File: src/rtl/enc_pkg.sv
// Shared types and helpers for the 4-to-2 request encoder.
package enc_pkg;

    localparam int N_REQ = 4;
    localparam int IDX_W = $clog2(N_REQ);

    typedef logic [IDX_W-1:0] idx_t;

    // Decode an index back to a one-hot request mask.
    function automatic logic [N_REQ-1:0] onehot(idx_t idx);
        return {{(N_REQ-1){1'b0}}, 1'b1} << idx;
    endfunction

endpackage

File: src/rtl/enc_pick.sv
// Combinational request picker: returns the first set bit of req,
// scanning upward from start+1 and wrapping modulo N.
module enc_pick #(
    parameter int N = 4,
    parameter int W = $clog2(N)
) (
    input  logic [N-1:0] req,
    input  logic [W-1:0] start,
    output logic [W-1:0] idx,
    output logic         any
);

    logic [W-1:0] pos;

    // Walk the scan order backwards so the earliest hit overwrites later ones.
    always_comb begin
        idx = '0;
        pos = '0;
        for (int i = N; i >= 1; i--) begin
            pos = start + W'(i);
            if (req[pos]) begin
                idx = pos;
            end
        end
    end

    assign any = |req;

endmodule

File: src/rtl/enc4x2_q.sv
// Registered 4-to-2 request encoder with sticky pending bits.
// Request strobes merge into a pending set; one index is presented per
// V/RDY handshake. Define ENC_ROUND_ROBIN_EN for rotating priority
// (scan starts after the last served index); otherwise index 0 always
// has highest priority and no pointer register exists.
module enc4x2_q
    import enc_pkg::*;
#(
    parameter int N = 4,
    parameter int W = $clog2(N)
) (
    input  logic         CLK,
    input  logic         RST,
    input  logic         EN,
    input  logic [N-1:0] R,
    output logic [W-1:0] A,
    output logic         V,
    input  logic         RDY,
    output logic         BUSY
);

    logic [N-1:0] pend;
    logic [N-1:0] pend_in;
    logic [N-1:0] clr_mask;
    logic [W-1:0] pick_idx;
    logic         pick_any;
    logic [W-1:0] start;
    logic         load;

    // New strobes are merged combinationally so they can load this cycle.
    always_comb begin
        pend_in = pend | (EN ? R : '0);
        load    = (!V || RDY) && pick_any;
    end

    assign clr_mask = onehot(idx_t'(pick_idx));

`ifdef ENC_ROUND_ROBIN_EN
    logic [W-1:0] ptr;

    // Remember the last served index so the next scan starts just after it.
    always_ff @(posedge CLK) begin
        if (RST) begin
            ptr <= '0;
        end else if (load) begin
            ptr <= pick_idx;
        end
    end

    assign start = ptr;
`else
    // Starting at N-1 makes the first scanned index 0: fixed priority.
    assign start = W'(N - 1);
`endif

    enc_pick #(
        .N (N),
        .W (W)
    ) u_pick (
        .req   (pend_in),
        .start (start),
        .idx   (pick_idx),
        .any   (pick_any)
    );

    // Handshake: load a new index when the output slot is free or being
    // accepted; otherwise hold A/V and just accumulate requests.
    always_ff @(posedge CLK) begin
        if (RST) begin
            pend <= '0;
            A    <= '0;
            V    <= 1'b0;
        end else if (load) begin
            pend <= pend_in & ~clr_mask;
            A    <= pick_idx;
            V    <= 1'b1;
        end else begin
            pend <= pend_in;
            if (V && RDY) begin
                V <= 1'b0;
            end
        end
    end

    // Only requests still waiting behind the one on A count as busy.
    assign BUSY = |pend;

endmodule
File: config.mk
export PLATFORM = sky130hd
export DESIGN_NAME = enc4x2_q
export DESIGN_NICKNAME = d
export VERILOG_FILES = /design/src/rtl/enc_pkg.sv /design/src/rtl/enc_pick.sv /design/src/rtl/enc4x2_q.sv
export SDC_FILE = /design/constraint.sdc
export NUM_CORES = 1
export LEC_CHECK = 0
export CAP_MARGIN = 20
export CORE_AREA = 2 2 39 41
export CTS_BUF_LIST = sky130_fd_sc_hd__clkbuf_4 sky130_fd_sc_hd__clkbuf_8 sky130_fd_sc_hd__clkbuf_16
export DETAILED_ROUTE_END_ITERATION = 16
export DIE_AREA = 0 0 41 43
export SKIP_LAST_GASP = 1
export SYNTH_ARGS = -nofsm -noshare
export SYNTH_HDL_FRONTEND = slang
export SYNTH_HIERARCHICAL = 1
export SYNTH_SLANG_ARGS = --single-unit
File: constraint.sdc
create_clock -name CLK -period 3.72 [get_ports CLK]
set_input_delay 1.116 -clock CLK [delete_from_list [all_inputs] [get_ports CLK]]
set_output_delay 1.116 -clock CLK [all_outputs]
set_load 0.01 [all_outputs]
==> results of run 1 <==
==> power breakdown <==
part / internal [µW] / switching, µW / total, µW
Combinational: 41.5 / 35.2 / 76.6
Clock: 39.5 / 31.7 / 71.2
Sequential: 83.3 / 4.27 / 87.5
Total: 164 / 71.2 / 235
==> cell type report <==
| cell class | instances | area [µm²] |
|---|---|---|
| tap | 16 | 20.02 |
| fill | 157 | 789.5 |
| inverter | 4 | 15.01 |
| clock inverter | 1 | 5.005 |
| multi-input combinational | 44 | 281.5 |
| clock buffer | 3 | 22.52 |
| sequential | 7 | 140.1 |
| timing repair buffer | 11 | 110.1 |
==> logic make-up after synthesis <==
family	count (synthesis)	share of synthesized area (%)
buf+inv	4	3.691
compound gates	18	32.31
other cells	1	0.9222
mux	1	2.462
flops	7	34.46
simple gates	16	26.15
==> critical path, delay by kind of cell (launching register included) <==
kind,cells,cell delay (ns)
and+or+nand+nor,1,0.51
buffers and inverters,1,0.49
DFF,1,0.31
==> cells in the final DEF, fill, tap and decap left out, drive strengths merged <==
master	n
clkdlybuf4s50	11
conb	9
nand2b	8
dfxtp	7
a21oi	7
inv	4
a21o	4
a31oi	3
clkbuf	3
nor2	2
or4	1
nand3	1
a21bo	1
and3	1
a21boi	1
o21ba	1
and2	1
clkinv	1
and2b	1
mux2i	1
o221ai	1
nand2	1
==> sequential cells by signal, indices dropped and copies added (netlist names) <==
signal / cells
pend: 4
A: 2
V: 1
==> synth_stat cells <==
cell type	n	area (µm²)
sky130_fd_sc_hd__a21oi_2	1	8.760
sky130_fd_sc_hd__inv_1	4	15.01
sky130_fd_sc_hd__nor2_1	2	7.510
sky130_fd_sc_hd__a21o_1	3	22.52
sky130_fd_sc_hd__and2b_1	1	7.510
sky130_fd_sc_hd__conb_1	1	3.750
sky130_fd_sc_hd__a21boi_0	1	7.510
sky130_fd_sc_hd__nand2b_4	1	13.76
sky130_fd_sc_hd__and3_4	1	11.26
sky130_fd_sc_hd__a21oi_1	6	30.03
sky130_fd_sc_hd__a31oi_1	3	18.77
sky130_fd_sc_hd__or4_1	1	7.510
sky130_fd_sc_hd__nand2_1	1	3.750
sky130_fd_sc_hd__dfxtp_1	7	140.1
sky130_fd_sc_hd__a21bo_2	1	10.01
sky130_fd_sc_hd__a21o_2	1	8.760
sky130_fd_sc_hd__mux2i_1	1	10.01
sky130_fd_sc_hd__nand2b_1	7	43.79
sky130_fd_sc_hd__o221ai_2	1	15.01
sky130_fd_sc_hd__and2_1	1	6.260
sky130_fd_sc_hd__o21ba_2	1	10.01
sky130_fd_sc_hd__nand3_1	1	5.000
==> how the worst min path moves through the flow <==
stage	end	slack [ns]	cells past startpoint
after floorplan	V	0.54	2
after global placement	V	0.53	2
after detailed placement	V	0.53	2
after CTS	V	0.53	2
after global routing	V	0.56	2
final	V	0.53	2
==> routing by layer <==
| layer | part of all wire [%] | up-vias |
|---|---|---|
| met5 | 0 | - |
| met4 | 0 | 0 |
| met3 | 8.5 | 0 |
| met2 | 48 | 12 |
| met1 | 44 | 178 |
| li1 | - | 202 |
==> through the flow <==
step	hold WS (ns)	instances	worst slack, ns	power [µW]
after floorplan	0.5402	55	1.556	137.2
after global placement	0.5269	82	0.9713	165.7
after detailed placement	0.5266	82	0.9550	165.8
after CTS	0.5347	86	1.030	239.1
after global routing	0.5634	86	0.9741	256.1
final	0.5324	86	1.043	235.4
==> results by stage, run 1 <==
Status:
- The flow ran to the end, and the final reports show no timing, DRC or antenna violations.

Finish:
- The net count of the finished layout is 79.
- For this run, the share of the core covered by cells in the final layout is between 40% and 50%.
- The cell area after layout is 594.3 µm².
- Cells with a size suffix above 1 make up 15.71% of the layout.
- Compared with the post-synthesis result, the final layout area differs by 46.15%.
- The number of antenna cells inserted is 0.

Die:
- The floorplan step defined a die boundary enclosing roughly 0.0018 mm².
- The core region is about 0.0014 mm².
- The floorplan step set the die width to 41 µm.
- The die is 43 µm tall.
- The floorplan row count is 14.
- The number of primary I/O pins is 12.
- The initial utilization of the core area, before any placement, comes to 29.39%.

Timing:
- The final number of setup-violating endpoints is 0.
- The final hold violation count is 0.
- The clock arrives with 0.0002394 ns of skew.
- Dividing the final minimum period by the clock period gives 71.97%.
- Static timing analysis puts the maximum clock frequency at 373.5 MHz.
- The final number of max-transition violations is 0.
- Setup repair after global routing left no endpoint under its margin.
- The smallest clock period supported by the final layout is computed as 2.677 ns.
- The total negative slack is 0 ns.

Global routing:
- The most utilized layer in the global route result is met2.
- The overall fraction of global-route tracks in use is 11.94%.
- The number of antenna violations at the first check in global routing came to 0.
- The maximum number of pins on one net before global-route repair is 8.
- In the global route stage, met2 resource usage came out at 17.50%.
- The first-pass GRT wire length is 1.428 mm.
- For met3 alone, demand over resource in global routing was 3.141%.
- The via count of the first global-routing pass came to 365.
- The met1 track demand over resource is roughly 14%.
- The total overflow reported by the global router is 0.

Setup path:
- The data required time at the worst endpoint is roughly 2.6 ns.
- The endpoint of the most critical register-to-register path is A[0].
- In this run the worst setup path terminates at BUSY.
- In this run the register-to-register setup slack is 2.30 ns.
- By startpoint and endpoint, the worst setup path is classified as reg -> out.
- STA classifies the critical path startpoint as a register.
- On the worst path, the slowest cell contributes a delay of 0.51 ns.
- The slowest cell on the critical path is sky130_fd_sc_hd__or4_1.
- Along the worst path, the maximum fanout reaches 2.
- STA puts the critical path data arrival time at 1.56 ns.
- In this run the critical register-to-register path is launched from pend[3].
- The number of cells traversed by the worst register-to-register path is 6.
- The signal on the critical path passes through or4_1 > clkdlybuf4s50_1.
- STA classifies the critical path endpoint as a primary output.
- In this run the worst setup path begins at pend[1].

Detailed routing:
- After detailed routing, the number of remaining DRC violations is 0.
- The detailed-route wire length is 827 µm.
- In the routed layout, each cell is associated on average with a via count of 4.558.
- In this run, the number of DRC markers left after iteration 0 of detailed routing was 1.
- The number of optimization iterations in the first detailed-route pass is 2.
- The routed layout has 392 vias.
- The count of antenna-violating nets left after detailed routing is 0.
- The wire length per cell after detailed routing is about 9.6 µm.

Clock network:
- The clock sink total is 7.
- The number of setup buffers added after CTS is 0.
- The clock passes through at most 2 buffers.
- The number of H-tree levels is 1.
- The total of hold buffers inserted after clock tree synthesis is 0.
- TritonCTS built the clock tree.
- The total clock buffers created by CTS is 3.
- The clock-pin transition on the worst setup and hold timing paths is roughly 0.060 ns.
- Post-CTS repair changed the size of 0 cells.
- The clock insertion delay at the later pin of the skew report is 0.25 ns.
- The root cell of the clock tree is sky130_fd_sc_hd__clkbuf_4.

Min path:
- The origin of the worst min-delay path is V.
- The min-delay analysis places its worst path in the category reg -> reg.

Synth:
- The post-synthesis register bit count is 7.
- The number of distinct library cell variants in the gate-level netlist after synthesis is 22.
- The sequential cell area fraction in the yosys report is 34.46%.
- The number of warnings printed during yosys synthesis is 6.
- Synthesis handed over a netlist of 47 instances.
- The mean area per synthesized cell is between 8 and 9 µm².
- The total standard cell area after synthesis is 406.6 µm².

Pwr:
- The largest vdd supply drop is 0.2432 mV.
- The reported leakage power is 0.0002834 µW.
- The power density relative to cell area is 396.0 mW/mm².

Placement:
- The number of buffers inserted by port buffering is 11.
- The placed standard-cell area is between 500 and 600 µm².
- The routability congestion estimate from global placement is 0.7646.
- The total half-perimeter wirelength after legalization and detailed placement is 611.5 µm.

Job:
- Max-cap violations in this run came to 0.
(Power assumes the default switching activity.)
==> inputs of run 2 (changes only) <==
==> constraint.sdc (replaced) <==
create_clock -name CLK -period 2.5 [get_ports CLK]
set_input_delay 0.75 -clock CLK [delete_from_list [all_inputs] [get_ports CLK]]
set_output_delay 0.75 -clock CLK [all_outputs]
set_load 0.01 [all_outputs]
==> results by stage, run 2 (synthesized netlist as in run 1, its figures left out) <==
Detailed routing:
- In the final routed layout, each cell accounts on average for roughly 9.0 µm.
- The initial DRC count is 8.
- The detailed-route wire length is between 700 and 800 µm.
- The count of antenna-violating nets left after detailed routing is 0.
- The number of vias per cell is 4.407.
- The number of optimization iterations in the first detailed-route pass is 4.
- The count of vias placed by the detailed router is around 380.
- The number of remaining DRC errors is 0.

Die:
- In this run the count of I/O pins placed on the die edge is 12.
- For this configuration, the core starts out at a cell density of around 30%.
- The core outline area is 0.001384 mm².
- In this run the horizontal extent of the chip is 41 µm.
- After floorplanning, the core was divided into 14 placement rows.
- The die footprint is 0.001763 mm².
- The vertical extent of the die is 43 µm.

Placement:
- At the end of routability-driven placement, the weighted congestion stood at roughly 0.73.
- The total half-perimeter wirelength after legalization and detailed placement is 564.9 µm.
- The number of buffers inserted by port buffering is 11.
- Once placement finished, the instance area stood at roughly 570 µm².

Pwr:
- The reported leakage power is 0.0002841 µW.
- IR analysis of the VDD net gives a maximum drop of 0.2959 mV.
- The power density relative to cell area is 599.7 mW/mm².

Timing:
- The highest achievable clock rate is between 400 and 500 MHz.
- Setup repair after global routing left no endpoint under its margin.
- Adding up every negative setup slack in the final design gives 0 ns.
- The post-route clock skew is 0.002904 ns.
- The worst-case hold slack is 0.5360 ns.
- The share of the clock period used by the worst path after layout is roughly nine tenths.
- The final number of max-transition violations is 0.
- The final hold violation count was 0.
- The final number of setup-violating endpoints is 0.
- The post-route minimum period is 2.297 ns.

Setup path:
- The combined buffer and inverter count along the critical path is 1.
- The critical path in this run is classified as reg -> out.
- Among cell families on the critical path, the largest total delay comes from simple AND/OR/NAND/NOR gates.
- The top fanout value on the critical path is 2.
- The sort of element at the end of the critical path is a primary output.
- The critical path goes through or4_1 > clkdlybuf4s50_1.
- The highest cell delay on the worst timing path is around 0.51 ns.
- The slowest cell on the critical path is sky130_fd_sc_hd__or4_1.
- The data required time at the worst endpoint is 1.75 ns.
- The type of element launching the critical path is a register.
- At the worst endpoint, the arrival time is 1.55 ns.

Clock network:
- Counting the buffers created by CTS gives 3.
- In this run the clock root is driven by a sky130_fd_sc_hd__clkbuf_4.
- The clock-pin transition on the worst setup and hold timing paths is 0.05 ns.
- After clock tree synthesis, the flow added hold-fix buffers numbering 0.
- Clock tree synthesis found a total of 7 sinks.
- The largest buffer count on any clock path is 2.
- Once the clock tree was built, the setup fixing pass inserted 0 buffers.
- In this run the number of H-tree levels came out at 1.
- The count of instances resized after the clock tree is built is 0.
- The CTS tree is yes.
- The clock insertion delay at the later pin of the skew report is 0.26 ns.

Global routing:
- The first global-routing pass estimated 1.207 mm of wire.
- The via count of the first global-routing pass is 299.
- After global routing the overflow that remains totals 0.
- Entering global routing, the biggest net connects 8 pins.
- The number of antenna violations at the first check in global routing is 0.
- Global routing consumed, over all layers together, between 10% and 20% of the routing resources.

Finish:
- In the layout the commonest cells are sky130_fd_sc_hd__clkdlybuf4s50_1, sky130_fd_sc_hd__conb_1, sky130_fd_sc_hd__dfxtp_1, sky130_fd_sc_hd__nand2b_1, sky130_fd_sc_hd__a21oi_1.
- The repair_antennas step left the layout with diodes totalling 0.
- Compared with the post-synthesis result, the final layout area differs by 46.77%.
- In the final layout, the share of cells above drive strength 1 is 15.71%.
- The final net count is 79.
- The register with the most flip-flops in the final layout is pend.
- The cell area after layout is 596.8 µm².
- The largest registers in the layout are pend: 4 flops, A: 2 flops, V: 1 flops.
- The register with the most flip-flops in the layout has 4 of them.
- The library cell used most frequently in the layout, excluding fill and tap cells, is sky130_fd_sc_hd__clkdlybuf4s50_1.

Status:
- The flow ran to the end, and the final reports show no timing, DRC or antenna violations.

Job:
- Across the run, the number of max-cap violations was 0.

Min path:
- In this run the worst hold path is classified as reg -> reg.
-- run 2: cell types whose count changed in the layout (fill, tap and decap cells not counted) --
| cell | before | now |
|---|---|---|
| sky130_fd_sc_hd__clkbuf_4 | 3 | 4 |
| sky130_fd_sc_hd__clkinv_2 | 1 | 0 |
-- run 2: final timing paths --
kind / start / to / slack (ns) / depth (start not counted)
setup / recovery: pend[1] / BUSY / 0.20 / 2
hold / removal: V / V / 0.54 / 2
setup reg to reg: pend[3] / A[0] / 1.09 / 6
hold reg to reg: V / V / 0.54 / 2
-- run 2: layout make-up --
class	count	area, µm²
clock buffer	4	30.03
fill	151	787.0
inverter	4	15.01
multi-input combinational	44	281.5
sequential	7	140.1
tap	16	20.02
timing repair buffer	11	110.1
-- run 2: metal layers --
metal	up-vias	track usage, %	part of all wire (%)
li1	203	-	-
met2	13	12.81	39
met5	-	0	0
met3	5	8.901	13
met1	158	12.94	43
met4	0	10.00	3.7
-- run 2: worst reg2reg max path, cell delays in order (launching register included) --
cell                       delay (ns)
sky130_fd_sc_hd__dfxtp_1         0.30
sky130_fd_sc_hd__a21o_1          0.20
sky130_fd_sc_hd__and2b_1         0.20
sky130_fd_sc_hd__a21oi_2         0.12
sky130_fd_sc_hd__o221ai_2        0.11
sky130_fd_sc_hd__and3_4          0.17
sky130_fd_sc_hd__o21ba_2         0.20
-- run 2: per-stage QoR --
stage	power, µW	util [%]	setup WS (ns)	cells
2_1_floorplan	204.2	-	0.7016	55
3_3_place_gp	246.3	40.96	0.09341	82
3_5_place_dp	245.3	40.96	0.1002	82
4_1_cts	364.0	43.13	0.1888	86
5_1_grt	383.8	43.13	0.1438	86
6_report	357.9	43.13	0.2033	86
-- run 2: where the power goes --
| group | switching, µW | internal [µW] | leakage [µW] |
|---|---|---|---|
| Combinational | 51.9 | 61.7 | 0.000208 |
| Clock | 42.8 | 71.8 | 0.0000184 |
| Sequential | 5.68 | 124 | 0.0000579 |
| Total | 100 | 258 | 0.000284 |
